===== src/rtl/dnn_input_streamer.sv =====
// Double-buffered input streamer: the host fills one bank beat by beat while the
// other bank is replayed to the network chunk by chunk, one sample per cycle block.
`timescale 1ns/1ps
module dnn_input_streamer #(
    parameter int n0  = 16,
    parameter int z0  = 8,
    parameter int fo0 = 2,
    parameter int nL  = 4,
    parameter int zL  = 4,
    parameter int fiL = 4,
    parameter int cpc = n0 * fo0 / z0 + 2,
    localparam int AW  = 8 * z0 / fo0,
    localparam int ACH = n0 * fo0 / z0,
    localparam int YW  = zL / fiL,
    localparam int YCH = nL / YW,
    localparam int CIW = $clog2(cpc)
) (
    input  logic           clk,
    input  logic           reset,
    input  logic [CIW-1:0] cycle_index,
    input  logic           s_valid,
    output logic           s_ready,
    input  logic [AW-1:0]  s_data,
    input  logic [nL-1:0]  s_label,
    output logic [AW-1:0]  a_in,
    output logic [YW-1:0]  y_in,
    output logic           underrun,
    output logic [15:0]    sample_count
);
    localparam int BW = (ACH > 1) ? $clog2(ACH) : 1;

    if (ACH > cpc - 2 || YCH > cpc) begin : g_bad_cfg
        $error("dnn_input_streamer: ACH or YCH does not fit in one cycle block");
    end

    typedef enum logic [1:0] {
        BANK_EMPTY  = 2'd0,
        BANK_FULL   = 2'd1,
        BANK_ACTIVE = 2'd2
    } bank_state_e;

    bank_state_e   state_q [2];
    bank_state_e   state_d [2];
    logic [AW-1:0] chunk_q [2][ACH];
    logic [AW-1:0] chunk_d [2][ACH];
    logic [nL-1:0] label_q [2];
    logic [nL-1:0] label_d [2];
    logic          wr_sel_q;
    logic          wr_sel_d;
    logic          rd_sel_q;
    logic          rd_sel_d;
    logic [BW-1:0] beat_q;
    logic [BW-1:0] beat_d;
    logic          underrun_q;
    logic          underrun_d;
    logic [15:0]   count_q;
    logic [15:0]   count_d;
    logic          boundary_s;
    logic          accept_s;
    logic          next_rd_s;
    logic          bank_active_s;
    logic [nL-1:0] label_shift_s;

    // Next-state: block boundary retires/activates banks, accepted beats fill the write bank
    always_comb begin
        boundary_s = (cycle_index == CIW'(cpc - 1));
        accept_s   = s_valid && (state_q[wr_sel_q] == BANK_EMPTY);
        state_d    = state_q;
        chunk_d    = chunk_q;
        label_d    = label_q;
        wr_sel_d   = wr_sel_q;
        rd_sel_d   = rd_sel_q;
        beat_d     = beat_q;
        underrun_d = 1'b0;
        count_d    = count_q;
        next_rd_s  = rd_sel_q;

        // The read pointer advances when a block retires; eligibility uses pre-edge state
        if (boundary_s) begin
            if (state_q[rd_sel_q] == BANK_ACTIVE) begin
                state_d[rd_sel_q] = BANK_EMPTY;
                next_rd_s         = ~rd_sel_q;
            end else begin
                next_rd_s         = rd_sel_q;
            end
            rd_sel_d = next_rd_s;
            if (state_q[next_rd_s] == BANK_FULL) begin
                state_d[next_rd_s] = BANK_ACTIVE;
                count_d            = (count_q == 16'hFFFF) ? count_q : count_q + 16'd1;
            end else begin
                underrun_d         = 1'b1;
            end
        end else begin
            underrun_d = 1'b0;
        end

        if (accept_s) begin
            chunk_d[wr_sel_q][beat_q] = s_data;
            if (beat_q == BW'(ACH - 1)) begin
                label_d[wr_sel_q] = s_label;
                state_d[wr_sel_q] = BANK_FULL;
                beat_d            = {BW{1'b0}};
                wr_sel_d          = ~wr_sel_q;
            end else begin
                beat_d            = beat_q + BW'(1);
            end
        end else begin
            beat_d = beat_q;
        end
    end

    // Control state with asynchronous reset
    always_ff @(posedge clk or posedge reset) begin
        if (reset) begin
            state_q[0] <= BANK_EMPTY;
            state_q[1] <= BANK_EMPTY;
            wr_sel_q   <= 1'b0;
            rd_sel_q   <= 1'b0;
            beat_q     <= {BW{1'b0}};
            underrun_q <= 1'b0;
            count_q    <= 16'd0;
        end else begin
            state_q    <= state_d;
            wr_sel_q   <= wr_sel_d;
            rd_sel_q   <= rd_sel_d;
            beat_q     <= beat_d;
            underrun_q <= underrun_d;
            count_q    <= count_d;
        end
    end

    // Bank payload storage; contents are qualified by bank state so no reset is needed
    always_ff @(posedge clk) begin
        chunk_q <= chunk_d;
        label_q <= label_d;
    end

    // Zero-latency replay of the active bank, indexed by position in the block
    always_comb begin
        bank_active_s = (state_q[rd_sel_q] == BANK_ACTIVE);
        label_shift_s = label_q[rd_sel_q] >> (int'(cycle_index) * YW);
        if (bank_active_s && int'(cycle_index) < ACH) begin
            a_in = chunk_q[rd_sel_q][cycle_index[BW-1:0]];
        end else begin
            a_in = {AW{1'b0}};
        end
        if (bank_active_s && int'(cycle_index) < YCH) begin
            y_in = label_shift_s[YW-1:0];
        end else begin
            y_in = {YW{1'b0}};
        end
    end

    assign s_ready      = (state_q[wr_sel_q] == BANK_EMPTY);
    assign underrun     = underrun_q;
    assign sample_count = count_q;

endmodule


===== config.mk =====
export PLATFORM = sky130hd
export DESIGN_NAME = dnn_input_streamer
export DESIGN_NICKNAME = d
export VERILOG_FILES = /design/src/rtl/dnn_input_streamer.sv
export SDC_FILE = /design/constraint.sdc
export NUM_CORES = 1
export LEC_CHECK = 0
export ABC_CLOCK_PERIOD_IN_PS = 4550
export CELL_PAD_IN_SITES_DETAIL_PLACEMENT = 2
export CELL_PAD_IN_SITES_GLOBAL_PLACEMENT = 2
export CORE_MARGIN = 8
export CORE_UTILIZATION = 45
export CTS_CLUSTER_DIAMETER = 60
export DETAILED_ROUTE_END_ITERATION = 12
export PLACE_DENSITY_LB_ADDON = 0.1
export RECOVER_POWER = 100
export SKIP_CTS_REPAIR_TIMING = 1
export SLEW_MARGIN = 20
export SYNTH_ARGS = -nofsm -noshare
export SYNTH_HDL_FRONTEND = slang
export SYNTH_SLANG_ARGS = --single-unit

===== constraint.sdc =====
create_clock -name clk -period 4.55 [get_ports clk]
set_input_delay 0.6825 -clock clk [delete_from_list [all_inputs] [get_ports clk]]
set_output_delay 0.6825 -clock clk [all_outputs]
set_load 0.05 [all_outputs]

# Yosys cells after proc, flatten, opt, wreduce, memory -nomap -nowiden
# Cells that the tools add are included.
# classes
order_cmp	10
bitwise_logic	16
shift	1
n_addsub	2
reduce_logical	9
mux	45
n_eq_ne	5
# op_table
cell	n
$mux 128	4
$bwmux 256	1
$demux 128 s1	1
$mux 32	4
$bmux 32 s2	1
$demux 32 s2	1
$mux 4	10
$mux 2	13
$add 16x1->16 const B	1
$eq 16x16->1 const B	1
$bwmux 8	1
$demux 2 s1	3
$ge 2x2->1 const B	3
$ge 3x3->1 const B	2
$logic_and 1x1->1	6
$lt 2x1->1 const B	3
$not 1->2	3
$not 2->3	2
$mux 1	5
$and 2x2->2	2
$and 4x4->4	1
$demux 4 s1	1
$eq 2x2->1 const B	2
$not 2->2	2
other kinds (12)	15
# totals
in_bits	42
wordCells	105
regBits	289

# Logic depth before layout (Yosys ltp)
# logic_depth
ltp_word	19
ltp_mapped	6

# Least setup slack after synthesis
# No wires, ideal clock.
# synth_path
path_type	input port to output port
from	in cycle_index[0]
to	out a_in[10]
t_arrival_ns	2.185
required_ns	3.868
path_stages	5
n_path_buf	2
setup_slack_ns	1.682
path_cell_list	buf_2 buf_1 mux4_2 mux2i_1 nor2_1
# synth_between
elab_chain_cells	5
# synth_lines
element	line	rtl
start, declared	20	input logic [CIW-1:0] cycle_index,
$not 2->3 (not written as such)	143	a_in = chunk_q[rd_sel_q][cycle_index[BW-1:0]];
$bmux 32 s2	143	
$mux 32 (not written as such) (2 in series)	143	
$mux 32 *	142	if (bank_active_s && int'(cycle_index) < ACH) begin
end, declared	25	output logic [AW-1:0] a_in,
# Every way passes the cells marked *; elsewhere a longest branch is shown, timed or not. The select of a mux whose other input is x is not followed.

# Worst setup path after layout
# layout_path
from	reg rd_sel_q
to	out a_in[30]
# layout_between
elab_chain_cells	8
# layout_lines
element	line	rtl
start, declared	50	logic rd_sel_q;
start signal, assigned	125	rd_sel_q <= rd_sel_d;
$not 1->2 (not written as such) *	140, 143	
$mux 128 (not written as such) (3 in series)	143	
$bmux 32 s2	143	
$mux 32 (not written as such) (2 in series)	143	
$mux 32 *	142	
# Marked as above.

==> impl_metrics.yaml <==
power_and_ir_drop:
  p_sw_mw: 1.088
  netSwitchingFraction: 0.1964
  p_leak_nw: 4.831
  p_per_area_nw_per_um2: 402.6
  power_mw: 5.537
  clkPwrFrac: 0.452
  ir_drop_uv: 309.0
  combPwrFrac: 0.025
  internal_power_mw: 4.450
  pwr-share-seq: 0.523
drt:
  ant_nets: 0
  dr_wl_met3_um: 1475
  firstDrtPassIters: 4
  drtIter0Drc: 324
  highest_layer: "met5"
  met1_length_um: 12290
  drc: 0
  vias: 5821
  via_per_inst: 5.635
  wl_um: 28860
  routed-wl-met2_um: 14550
  wl_per_cell_um: 27.94
logic_synthesis:
  synth_fp_nets: 611
  syn_inst: 564
  ys_ff_latch: 289
  syn_area_um2: 11470
  avgSynthCellArea_um2: 20.34
  ys_seq_area_frac: 0.7457
  yosysWarnings: 0
  synthDistinctLibCells: 46
  synth_ff_type: "edfxtp_1"
  async_flop_share: 0.08651
  synth-edff-count: 264
placement:
  gp_congestion: 0.7621
  pre_cts_slack_ps: 805.8
  dp_hpwl_um: 18270
  dp_cells: 976
  port_buffers: 92
setup_path:
  worstSetupPathType: "flip-flop to primary output"
  worst_path_largest_cell_delay_ps: 790
  arrival_ps: 3540
  reg2reg_slack_ps: 720
  cp_data_required_time_ps: 3870
  crit_buf_inv: 2
  setup.worst_path.end_class: "primary output"
  cp_top_family: "buffers and inverters"
  path_cells: "clkbuf_4, mux4_2, mux2i_1, nor2_1, dlygate4sd3_1"
  worstSetupStartpointType: "flip-flop"
  crit_fanout: 22
  crit_path_top_delay_cell: "dlygate4sd3_1"
global_routing:
  globalRoute.totalOverflow: 0
  grt_pass1_vias: 6686
  grt_max_degree: 41
  grt_pass1_wl_um: 43320
  antenna_found_initial: 1
  track_usage: 0.1877
floorplan:
  dieArea_um2: 30850
  core-area_um2: 25110
  rows: 58
  initial_core_util: 0.4568
  boundaryPins: 93
  dieWidth_um: 175.7
  die_h_um: 175.7
layout:
  seqCellArea_um2: 8557
  drive_above_1_share: 0.1895
  nFillCells: 2197
  multi_input_area_um2: 2720
  fin_util: 0.5477
  final_nets: 726
  final_cells: 1033
  syn_to_final_growth_pct: 19.91
clocking:
  cts_tree: "yes"
  cts-root-buf: "clkbuf_16"
  cts_sinks: 289
  clk_latency_ps: 560
  cts_buffer_depth: 3
  cts_max_level: 1
  cts.clk_slew.worst_paths_ps: 60
  numCtsBuffers: 31
sta:
  period_minus_slack_ps: 4220
  setup_ws_ps: 330.4
  final.setup.tns_ps: 0
  worst_slew_pin_slew_ps: 2793
  hold_violations: 0
  setup_viol_count_final: 0
  rsz0062_at_grt: "false"
  layout_worst_path_cycle_share: 0.9274
  skew_ps: 13.55
  slew_viol_final: 120
  slew_headroom: -0.8632
  fmax_ghz: 0.2370
worst_hold_path:
  hp-class: "flip-flop to flip-flop"
run_status:
  status: "complete, but fails checks"
  violations: "max-capacitance violations, max-slew violations"
flow_run:
  maxCapViolCount: 5
[power by group through the flow]
stage	logic [mW]	clock network [mW]	registers [mW]
finish	0.137	2.50	2.90
CTS	0.146	2.55	2.90
detailed placement	0.145	0	2.95
floorplan	0.0556	0	2.96
global route	0.147	2.62	2.90
global placement	0.134	0	2.95
[flip-flops by register name, summed over array words and instances (netlist names)]
name and cells:
label_q 8, wr_sel_q 1, underrun 1, rd_sel_q 1, state_q 4, beat_q 2, chunk_q 256, sample_count 16
[synthesized netlist by cell type, types with 2 or more instances]
master | count | area, um^2
buf_2 | 8 | 40.04
mux2_2 | 5 | 56.30
nor4_2 | 4 | 50.05
ha_1 | 5 | 62.56
nand2_1 | 11 | 41.29
nor4_1 | 5 | 31.28
nand2b_1 | 2 | 12.51
dfrtp_1 | 25 | 625.6
nor3_1 | 4 | 20.02
o21ai_0 | 4 | 20.02
clkbuf_1 | 5 | 18.77
buf_6 | 2 | 22.52
mux2i_1 | 35 | 350.3
buf_1 | 8 | 30.03
inv_1 | 11 | 41.29
edfxtp_1 | 264 | 7928
mux4_2 | 66 | 1486
xnor2_1 | 3 | 26.28
nand4_1 | 4 | 25.02
a21oi_1 | 3 | 15.01
and2_1 | 10 | 62.56
and3_1 | 2 | 12.51
nand3_1 | 9 | 45.04
xor2_1 | 8 | 70.07
nor2_1 | 40 | 150.1
[final timing paths]
kind / startpoint / cells after the start / endpoint
max: rd_sel_q / 5 / a_in[30]
min: sample_count[7] / 1 / sample_count[7]
max reg2reg: state_q[3] / 3 / chunk_q[232]
min reg2reg: sample_count[7] / 1 / sample_count[7]
max in group asynchronous: reset / 2 / rd_sel_q
min in group asynchronous: reset / 2 / state_q[3]
[area by class of cell]
type,instances,area share
inverter,11,0.003002
antenna,1,0.0001820
multi-input combinational,240,0.1978
clock inverter,11,0.009370
clock buffer,45,0.06386
sequential,289,0.6222
tap,330,0.03002
timing repair buffer,106,0.07360
[through the flow]
step | instance area [um^2] | hold slack, ps
3_5_place_dp | 12820 | 542.9
2_1_floorplan | 11470 | 501.4
6_report | 13750 | 560.9
3_3_place_gp | 12820 | 526.0
4_1_cts | 13820 | 559.3
5_1_grt | 13750 | 567.0
[worst register-to-register path: cells and delay by family (launching register included)]
family	cells	cell delay [ps]
buffers and inverters	1	560
flip-flops	1	470
AND/OR/NAND/NOR	2	2430
[cell usage in the layout (no fill, tap or decap), drive strengths merged, types with 4 or more instances in the layout]
| cell | synthesis | final |
|---|---|---|
| mux2 | 6 | 6 |
| mux4 | 66 | 66 |
| nand2 | 11 | 11 |
| edfxtp | 264 | 264 |
| dlygate4sd3 | 0 | 87 |
| nand2b | 4 | 4 |
| nand4 | 5 | 5 |
| mux2i | 35 | 35 |
| and2 | 10 | 10 |
| nand3 | 9 | 9 |
| ha | 5 | 5 |
| xor2 | 8 | 8 |
| nor2 | 41 | 41 |
| buf | 19 | 6 |
| inv | 11 | 11 |
| nor4 | 10 | 10 |
| clkbuf | 5 | 55 |
| o21ai | 5 | 5 |
| nor3 | 4 | 4 |
| clkinv | 0 | 8 |
| a21oi | 4 | 4 |
| dfrtp | 25 | 25 |
[cell families (layout without fill, tap and decap cells)]
logic type	count (synthesis)	in the layout	share of synthesized area
AOI/OAI and AO/OA	15	15	0.01036
xor gates and xnor gates	11	11	0.008400
adders and majority gates	5	5	0.005454
buffers and inverters	35	173	0.01462
DFF	289	289	0.7457
muxes	107	107	0.1664
other	0	1	0
and+or+nand+nor	102	102	0.04909
[per-layer routing]
| metal | GRT usage | vias up |
|---|---|---|
| li1 | - | 2500 |
| met1 | 0.2493 | 3117 |
| met2 | 0.3185 | 162 |
| met3 | 0.03371 | 40 |
| met4 | 0.04133 | 2 |
| met5 | 0 | - |
Power figures use the tool's default switching activity.
